## src/rtl/genius_sequencer.sv

```systemverilog
// Memory-game control FSM: conditions the enter switch and paces setup, display, entry, check and result.
// Optional enter debounce filter is compiled in with GENIUS_DEBOUNCE_EN.
module genius_sequencer #(
  parameter int DEBOUNCE_CYCLES = 1000000,
  parameter int CNT_W           = 20
) (
  input  logic       CLOCK_50,
  input  logic       reset,
  input  logic       enter,
  input  logic       end_FPGA,
  input  logic       end_User,
  input  logic       end_time,
  input  logic       win,
  input  logic       match,
  output logic       R1,
  output logic       R2,
  output logic       E1,
  output logic       E2,
  output logic       E3,
  output logic       E4,
  output logic       SEL,
  output logic [2:0] state
);

  typedef enum logic [2:0] {
    ST_INIT       = 3'd0,
    ST_SETUP      = 3'd1,
    ST_PLAY_FPGA  = 3'd2,
    ST_PLAY_USER  = 3'd3,
    ST_CHECK      = 3'd4,
    ST_NEXT_ROUND = 3'd5,
    ST_RESULT     = 3'd6
  } state_t;

  state_t state_r;
  state_t state_next_s;

  logic sync1_r;
  logic sync2_r;
  logic lvl_s;
  logic lvl_d_r;
  logic enter_p_r;

  logic r1_s, r2_s, e1_s, e2_s, e3_s, e4_s, sel_s;
  logic r1_r, r2_r, e1_r, e2_r, e3_r, e4_r, sel_r;

  // Two-flop synchronizer for the asynchronous enter switch.
  always_ff @(posedge CLOCK_50 or negedge reset) begin
    if (!reset) begin
      sync1_r <= 1'b0;
      sync2_r <= 1'b0;
    end else begin
      sync1_r <= enter;
      sync2_r <= sync1_r;
    end
  end

`ifdef GENIUS_DEBOUNCE_EN
  logic [CNT_W-1:0] db_cnt_r;
  logic             db_lvl_r;

  // Debounce filter: the level only changes after DEBOUNCE_CYCLES stable clocks; any bounce restarts the count.
  always_ff @(posedge CLOCK_50 or negedge reset) begin
    if (!reset) begin
      db_cnt_r <= {CNT_W{1'b0}};
      db_lvl_r <= 1'b0;
    end else if (sync2_r == db_lvl_r) begin
      db_cnt_r <= {CNT_W{1'b0}};
    end else if (db_cnt_r == CNT_W'(DEBOUNCE_CYCLES - 1)) begin
      db_cnt_r <= {CNT_W{1'b0}};
      db_lvl_r <= sync2_r;
    end else begin
      db_cnt_r <= db_cnt_r + CNT_W'(1);
    end
  end

  assign lvl_s = db_lvl_r;
`else
  logic unused_cfg_s;

  assign unused_cfg_s = CNT_W[0] ^ DEBOUNCE_CYCLES[0];
  assign lvl_s        = sync2_r;
`endif

  // Rising-edge detector producing a registered one-clock press pulse.
  always_ff @(posedge CLOCK_50 or negedge reset) begin
    if (!reset) begin
      lvl_d_r   <= 1'b0;
      enter_p_r <= 1'b0;
    end else begin
      lvl_d_r   <= lvl_s;
      enter_p_r <= lvl_s & ~lvl_d_r;
    end
  end

  // State register.
  always_ff @(posedge CLOCK_50 or negedge reset) begin
    if (!reset) begin
      state_r <= ST_INIT;
    end else begin
      state_r <= state_next_s;
    end
  end

  // Next-state logic; presses outside SETUP, PLAY_USER and RESULT are simply ignored.
  always_comb begin
    state_next_s = state_r;
    case (state_r)
      ST_INIT:       state_next_s = ST_SETUP;
      ST_SETUP:      if (enter_p_r) state_next_s = ST_PLAY_FPGA; else state_next_s = ST_SETUP;
      ST_PLAY_FPGA:  if (end_FPGA)  state_next_s = ST_PLAY_USER; else state_next_s = ST_PLAY_FPGA;
      ST_PLAY_USER: begin
        if (end_time) begin
          state_next_s = ST_RESULT;
        end else if (enter_p_r) begin
          state_next_s = ST_CHECK;
        end else begin
          state_next_s = ST_PLAY_USER;
        end
      end
      ST_CHECK: begin
        if (!match) begin
          state_next_s = ST_RESULT;
        end else if (end_User) begin
          state_next_s = ST_NEXT_ROUND;
        end else begin
          state_next_s = ST_PLAY_USER;
        end
      end
      ST_NEXT_ROUND: if (win)       state_next_s = ST_RESULT; else state_next_s = ST_PLAY_FPGA;
      ST_RESULT:     if (enter_p_r) state_next_s = ST_INIT;   else state_next_s = ST_RESULT;
      default:       state_next_s = ST_INIT;
    endcase
  end

  // Strobe decode of the upcoming state, so the registered strobes line up with state_r.
  always_comb begin
    r1_s  = 1'b0;
    r2_s  = 1'b0;
    e1_s  = 1'b0;
    e2_s  = 1'b0;
    e3_s  = 1'b0;
    e4_s  = 1'b0;
    sel_s = 1'b0;
    case (state_next_s)
      ST_INIT:       begin r1_s = 1'b1; r2_s = 1'b1; end
      ST_SETUP:      e1_s = 1'b1;
      ST_PLAY_FPGA:  e2_s = 1'b1;
      ST_PLAY_USER:  begin e3_s = 1'b1; sel_s = 1'b1; end
      ST_CHECK:      sel_s = 1'b1;
      ST_NEXT_ROUND: begin e4_s = 1'b1; r2_s = 1'b1; end
      ST_RESULT:     sel_s = 1'b1;
      default:       r1_s = 1'b0;
    endcase
  end

  // Output strobe registers; reset value equals the INIT decode.
  always_ff @(posedge CLOCK_50 or negedge reset) begin
    if (!reset) begin
      r1_r  <= 1'b1;
      r2_r  <= 1'b1;
      e1_r  <= 1'b0;
      e2_r  <= 1'b0;
      e3_r  <= 1'b0;
      e4_r  <= 1'b0;
      sel_r <= 1'b0;
    end else begin
      r1_r  <= r1_s;
      r2_r  <= r2_s;
      e1_r  <= e1_s;
      e2_r  <= e2_s;
      e3_r  <= e3_s;
      e4_r  <= e4_s;
      sel_r <= sel_s;
    end
  end

  assign R1    = r1_r;
  assign R2    = r2_r;
  assign E1    = e1_r;
  assign E2    = e2_r;
  assign E3    = e3_r;
  assign E4    = e4_r;
  assign SEL   = sel_r;
  assign state = state_r;

endmodule

```

## config.mk

```make
export PLATFORM = sky130hd
export DESIGN_NAME = genius_sequencer
export DESIGN_NICKNAME = d
export VERILOG_FILES = /design/src/rtl/genius_sequencer.sv
export SDC_FILE = /design/constraint.sdc
export NUM_CORES = 1
export LEC_CHECK = 0
export ABC_AREA = 1
export BUFFER_PORTS_ARGS = -buffer_cell sky130_fd_sc_hd__buf_2
export CORE_AREA = 2 2 39 41
export CTS_BUF_LIST = sky130_fd_sc_hd__clkbuf_8
export DETAILED_ROUTE_END_ITERATION = 12
export DIE_AREA = 0 0 41 43
export GPL_ROUTABILITY_DRIVEN = 0
export GPL_TIMING_DRIVEN = 0
export PLACE_DENSITY = 0.8
export SLEW_MARGIN = 30
export SYNTH_ARGS = -nofsm -noshare
export SYNTH_HDL_FRONTEND = slang
export SYNTH_SLANG_ARGS = --single-unit
export TNS_END_PERCENT = 1
```

## constraint.sdc

```tcl
create_clock -name CLOCK_50 -period 2.8 [get_ports CLOCK_50]
set_input_delay 0.84 -clock CLOCK_50 [delete_from_list [all_inputs] [get_ports CLOCK_50]]
set_output_delay 0.84 -clock CLOCK_50 [all_outputs]
set_load 0.05 [all_outputs]
```

**Yosys cells after proc, flatten, opt, wreduce, memory -nomap -nowiden**

Cells that the tools add are included.

- Flip-flop bits (word level): 14
- Input bits: 8
- Output and inout port bits: 10
- Logic and storage cells: 46

- Equality and inequality tests: 12
- Muxes and demuxes: 16
- Bitwise gates (word level): 2
- Reduce and logical (&&, ||, !) cells: 4

Operator list:

| operator | number |
|---|---|
| 3-bit case mux with 7 select lines | 1 |
| 3-bit equality test, second input constant | 6 |
| 3-bit 2-to-1 mux | 6 |
| 3-bit by 2-bit equality test with 1-bit output, second input constant | 4 |
| 1-bit 2-to-1 mux | 8 |
| 3-bit by 1-bit equality test with 1-bit output, second input constant | 2 |
| 3-bit logical NOT | 2 |
| 3-bit OR reduction | 1 |
| 2-bit 2-to-1 mux | 1 |
| 2-bit OR reduction | 1 |
| 1-bit AND | 1 |
| 1-bit NOT | 1 |

**Depth between registers and ports, before layout**

Gate-level depths: netlist (run 1).

- Depth in word-level cells: 6
- Gate-level depth with buffers: 9
- Gate-level depth less buffers: 8

**Least setup slack after synthesis (run 1)**

No wires, ideal clock.

- Kind: reg2out
- Start: register state_r[2] (netlist: state[2])
- End: output port state[2]
- Arrival time: 686 ps
- Required time: 1960 ps
- Path slack: 1274 ps
- Stages on the path, launching flop included: 1
- Buffers on the path: 0
- Cell sequence: dfrtp_1

RTL lines:

| element | line | RTL |
|---|---|---|
| from (decl) | 35 | `state_t state_r;` |
| from (signal assigned) | 101 | `state_r <= state_next_s;` |
| to (decl) | 22 | `output logic [2:0] state` |

No word-level cell between the ends.

**Worst setup path after layout (run 1)**

- Start: register r1_r (netlist: R1)
- End: output port R1

RTL lines:

| element | line | RTL |
|---|---|---|
| from (decl) | 45 | `logic r1_r, r2_r, e1_r, e2_r, e3_r, e4_r, sel_r;` |
| from (signal assigned) | 168 | `r1_r <= r1_s;` |
| to (decl) | 15 | `output logic R1,` |

No word-level cell between the ends.

==> reports/results.txt, run 1 <==
Critical Path RT: 1.96 ns
Initial Util: 46.29%
Post-CTS setup buffer count: 0
Hold Buf Count CTS: 0
Drt first pass iters: 4
Largest net degree at the start of global routing: 15
FF-to-FF End: R2$_DFF_PN1_
Synth Area in Simple Gates: 34.38%
Worst min path class: reg -> reg
Worst path slowest cell: dfstp_2
Cell family with most CP delay: flip-flops
Max Slew Vio Count: 0
Number of I/O pins: 18
Crit path largest cell delay: 0.52 ns
Die width: 41 um
Vias in the first global route: 464
Crit path DAT: 1.01 ns
RSZ-0062 raised after global routing: false
Clock power frac: 16.7%
Post-route ant nets: 0
R2R depth: 7
Cell-internal power: 0.5607 mW
Worst-path maximum fanout: 1
Fmax: 541.0 MHz
Post-Synth XOR/XNOR Area: 0%
DR DRC count: 0
Sequential Power Share: 27.8%
Worst Hold Depth: 0
Hold slack: 0.3534 ns
DR vias/cell: 4.800
Synth top area share: 46.88%
Crit path kind: reg -> out
First-pass GRT wire length: 1945 um
Leading cell type by number of instances after synthesis: nand2_1
Clock buffer depth: 2
Ys flop type: dfrtp_1
Adder-cell share of the synthesized area: 0%
Antenna violations before repair: 0
Area growth syn-to-layout: 25.00%
Final design utilization: 57.87%
Logic pwr share: 55.4%
Overflow after GRT: 0
GRT Util Overall: 17.06%
Clock root cell: clkbuf_8
NetSw: 0.5581 mW
Row count: 14
Tightest Pin Transition: 0.3028 ns
Worst r2r src: state[2]$_DFF_PN0_
Largest family of logic cells by synthesized area: simple AND/OR/NAND/NOR gates
YS warnings: 0
Critical path startpoint category: flip-flop
Buf+Inv Stages, Crit Path: 1
Nets: 103
Final hold violation count: 0
CTS tree: yes
Tcrit/Tclk final: 66.02%
Routed via count: 528
Synth Register Bits: 14
CTS resizes: 0
Ant. Diodes: 0
Min-delay src: sync1_r$_DFF_PN0_
CORE AREA: 1384 um2
Worst-path cell chain: buf_2
Num CTS Buffers: 3
Main area contributors after synthesis: dfrtp_1, nand2_1, dfstp_2
Outcome: finished clean
Compound-Gate Fraction of Synth Area: 3.516%
Post-synth EDFFs: 0
DP Wirelength: 962.4 um
R2r setup slk: 1.51 ns
CTS H-tree lvls: 1
Die Y: 43 um
PortBufs: 17
Fin Setup TNS: 0 ns
WL final: 1220 um
Synth top cells by count: nand2_1, dfrtp_1, nand3_1
Sw frac: 49.88%
Layout cells sized above 1: 37.23%
Maximum VDD drop: 0.6749 mV
WHS Endpoint: lvl_s$_DFF_PN0_
Synth unique cells: 17
# setup viols final: 0
Post-synthesis sequential area ratio: 55.08%
Max_cap viols: 0
Clock Skew: 0.001289 ns
Clk_lat worst skew: 0.24 ns
Avg WL per Cell: 11.09 um
Worst setup EP type: output pin
Net Count, Synth: 81
Average size of a mapped cell: 8.776 um2
Synthesized area: 640.6 um2
Slew HR: 79.81%
# clock sinks: 14
Post-Syn Instances: 73
Pleak: 0.4535 nW
Total die area: 1763 um2
Fin crit period: 1.848 ns
DRT iter0 DRCs: 8
Pwr dens: 1397 nW/um2
Cell taking the most area after synthesis: dfrtp_1
Post-synthesis mux area share: 0%
Clock transition at path regs: 0.05 ns
Asr flop ratio synth: 100.0%
==> placed cells by master (no fill, tap or decap) <==
master	n
nand2_2	2
nand4_2	1
nor3_1	1
nand3_1	9
buf_2	17
dfrtp_1	12
dfstp_2	2
clkbuf_8	4
nand4_1	3
nor2_2	3
nor2_1	7
o21ai_0	1
and2_1	1
o21ai_2	2
buf_4	1
nor2_4	1
nand2_1	17
inv_1	8
inv_2	2
==> area by class of cell <==
| type | instances | area (um2) |
|---|---|---|
| Fill cell | 127 | 583.1 |
| Sequential cell | 14 | 352.8 |
| Clock buffer | 4 | 55.05 |
| Inverter | 10 | 37.54 |
| Tap cell | 16 | 20.02 |
| Timing Repair Buffer | 17 | 85.08 |
| Multi-Input combinational cell | 48 | 242.7 |
| Buffer | 1 | 7.507 |
==> power groups by stage <==
stage | Sequential, mW | Combinational (mW) | Clock (mW)
2_1_floorplan | 0.516 | 0.288 | 0
3_3_place_gp | 0.311 | 0.604 | 0
3_5_place_dp | 0.314 | 0.624 | 0
4_1_cts | 0.312 | 0.626 | 0.195
5_1_grt | 0.319 | 0.680 | 0.201
6_report | 0.311 | 0.620 | 0.187
==> how the worst max path moves through the flow <==
stage,start,end,slack [ns],cells after the start
2_1_floorplan,state[2]$_DFF_PN0_,state[2],1.27,0
3_3_place_gp,end_time,R2$_DFF_PN1_,1.14,8
3_5_place_dp,end_time,R2$_DFF_PN1_,1.13,8
4_1_cts,R1$_DFF_PN1_,R1,0.94,1
5_1_grt,R1$_DFF_PN1_,R1,0.93,1
6_report,R1$_DFF_PN1_,R1,0.95,1
==> cells by family (layout without fill, tap and decap cells) <==
kind of cell | Yosys count | in the layout
compound gates | 3 | 3
buf+inv | 11 | 32
flops | 14 | 14
simple gates | 45 | 45
==> through the flow <==
stage	setup WS, ns	instances	area (um2)	power [mW]
CTS	0.9374	110	800.8	1.133
global route	0.9299	110	800.8	1.200
floorplan	1.274	73	640.6	0.8043
detailed placement	1.130	106	745.7	0.9376
global placement	1.141	106	745.7	0.9154
finish	0.9516	110	800.8	1.119
==> state kept, by name, summed over array words and instances (netlist names) <==
signal,count
E4,1
E1,1
lvl_d_r,1
E3,1
R2,1
sync1_r,1
state,3
enter_p_r,1
lvl_s,1
R1,1
E2,1
SEL,1
==> layer usage <==
| layer | GRT usage (%) | share of wire [%] | wire length, um |
|---|---|---|---|
| met1 | 21.99 | 43 | 519 |
| met2 | 25.62 | 52 | 629 |
| met3 | 1.571 | 5.1 | 62 |
| met4 | 12.00 | 0.66 | 8 |
| met5 | 0 | 0 | 0 |
Note: power is estimated with default switching activity, not from simulation.
==> run 2: changes to the inputs <==
ABC_AREA = 0   (was 1)
PLACE_DENSITY = 0.76   (was 0.8)
clock period = 1.6 ns   (was 2.8 ns; I/O delays follow)
==> reports/results.txt, run 2 <==
Outcome: finished clean
Clock Skew: 0.003228 ns
Slew HR: 80.62%
Final hold violation count: 0
Crit path DAT: 1.03 ns
Antenna violations before repair: 0
Synth Register Bits: 14
Largest net degree at the start of global routing: 15
Clk_lat worst skew: 0.24 ns
Fmax: 661.2 MHz
Clock buffer depth: 2
Total die area: 1763 um2
Cell taking the most area after synthesis: dfrtp_1
YS warnings: 0
Overflow after GRT: 0
# fillers: 138
Worst path slowest cell: dfrtp_1
Worst-path maximum fanout: 9
RSZ-0062 raised after global routing: false
Clock transition at path regs: 0.06 ns
Most common cell after layout, fill and taps aside: buf_2
Post-CTS setup buffer count: 0
CP Launch Point: state[0]$_DFF_PN0_
Row count: 14
Avg WL per Cell: 11.06 um
Initial Util: 40.69%
Ys flop type: dfrtp_1
Average size of a mapped cell: 11.73 um2
Drt first pass iters: 2
First-pass GRT wire length: 1497 um
Post-Syn Instances: 48
Multi-input logic area: 191.4 um2
Max Slew Vio Count: 0
DRT iter0 DRCs: 4
Post-synth EDFFs: 0
CTS tree: yes
CTS resizes: 0
GRT Util Overall: 13.03%
Tcrit/Tclk final: 94.53%
Cell family with most CP delay: flip-flops
Worst r2r src: state[1]$_DFF_PN0_
WL final: 940 um
Num CTS Buffers: 3
Worst-path cell chain: buf_2
Number of I/O pins: 18
Max reg flops: 3
Die width: 41 um
DR vias/cell: 4.800
Leading cell type by number of instances after synthesis: dfrtp_1
Synth top cells by count: dfrtp_1, nor2_1, nor2b_1
Main area contributors after synthesis: dfrtp_1, dfstp_2, nor2b_1
Worst min path class: in -> async
Synth unique cells: 23
CTS H-tree lvls: 1
Net Count, Synth: 56
Hold Buf Count CTS: 0
Routed via count: 408
Asr flop ratio synth: 100.0%
DP Wirelength: 700.9 um
Synthesized area: 563.0 um2
Clock root cell: clkbuf_8
Ant. Diodes: 0
Vias in the first global route: 370
Nets: 78
Most frequent cells in the layout: buf_2, dfrtp_1, nor2_1
PortBufs: 17
Fin Setup TNS: 0 ns
CORE AREA: 1384 um2
Tightest Pin Transition: 0.2897 ns
Post-route ant nets: 0
Worst setup EP type: output pin
Fin crit period: 1.512 ns
Die Y: 43 um
Area growth syn-to-layout: 28.67%
Storage cell area: 354.1 um2
Layout cells sized above 1: 46.38%
Crit path largest cell delay: 0.48 ns
Critical path startpoint category: flip-flop
Synth top area share: 53.33%
Crit path kind: reg -> out
DR DRC count: 0
# setup viols final: 0
Buf+Inv Stages, Crit Path: 1
# clock sinks: 14
Post-synthesis sequential area ratio: 62.67%
Max_cap viols: 0
Critical Path RT: 1.12 ns
-- run 2: cell types whose count changed after synthesis, moves of 2 or more --
cell and delta:
nand3_1 -9, a21oi_1 +3, nor2b_1 +4, nand4_1 -3
nand2_1 -14, inv_1 -6, o21ai_2 -2, nand2_2 -2
nor2_2 -2
-- run 2: routing by layer --
layer / up-vias / track usage, % / routed length (um)
met2: 14 / 17.81 / 448
met5: - / 0 / 0
met4: 0 / 8.000 / 0
met1: 192 / 18.09 / 434
met3: 0 / 3.141 / 57
li1: 202 / - / -
-- run 2: kinds of logic (layout without fill, tap and decap cells) --
group | count (synthesis) | count (layout) | share of synthesized area [%]
AOI/OAI and AO/OA | 12 | 12 | 16.44
xor gates and xnor gates | 1 | 1 | 1.556
buffers and inverters | 4 | 25 | 3.334
DFF | 14 | 14 | 62.67
and+or+nand+nor | 17 | 17 | 16.00
-- run 2: final timing paths --
kind / end / slack [ns] / depth (start not counted)
hold / removal: SEL$_DFF_PN0_ / 0.12 / 1
hold reg to reg: lvl_s$_DFF_PN0_ / 0.35 / 0
setup / recovery: state[0] / 0.09 / 1
max in group asynchronous: R1$_DFF_PN1_ / 1.20 / 1
setup reg to reg: SEL$_DFF_PN0_ / 0.15 / 6
min in group CLOCK_50: sync1_r$_DFF_PN0_ / 0.35 / 1
-- run 2: through the flow --
stage	instances	hold WS (ns)	setup WS, ns	util [%]	cell area, um2
after floorplan	48	0.1844	0.02048	-	564.3
final	85	0.1170	0.08752	52.35	724.4
after CTS	85	0.1254	0.06776	52.35	724.4
after global routing	85	0.1395	0.03674	52.35	724.4
after global placement	81	0.3347	0.1338	48.37	669.4
after detailed placement	81	0.3420	0.1173	48.37	669.4
-- run 2: cell type report --
class                           count  share of cell area (%)
Multi-Input combinational cell     30                   26.42
Clock buffer                        4                   7.599
Tap cell                           16                   2.763
Sequential cell                    14                   48.88
Timing Repair Buffer               17                   11.74
Buffer                              1                   1.036
Inverter                            3                   1.554
Power of run 2 is left out: the tool's default activity adds up to more than one toggle a clock period on the data nets, which glitch-free logic cannot reach.
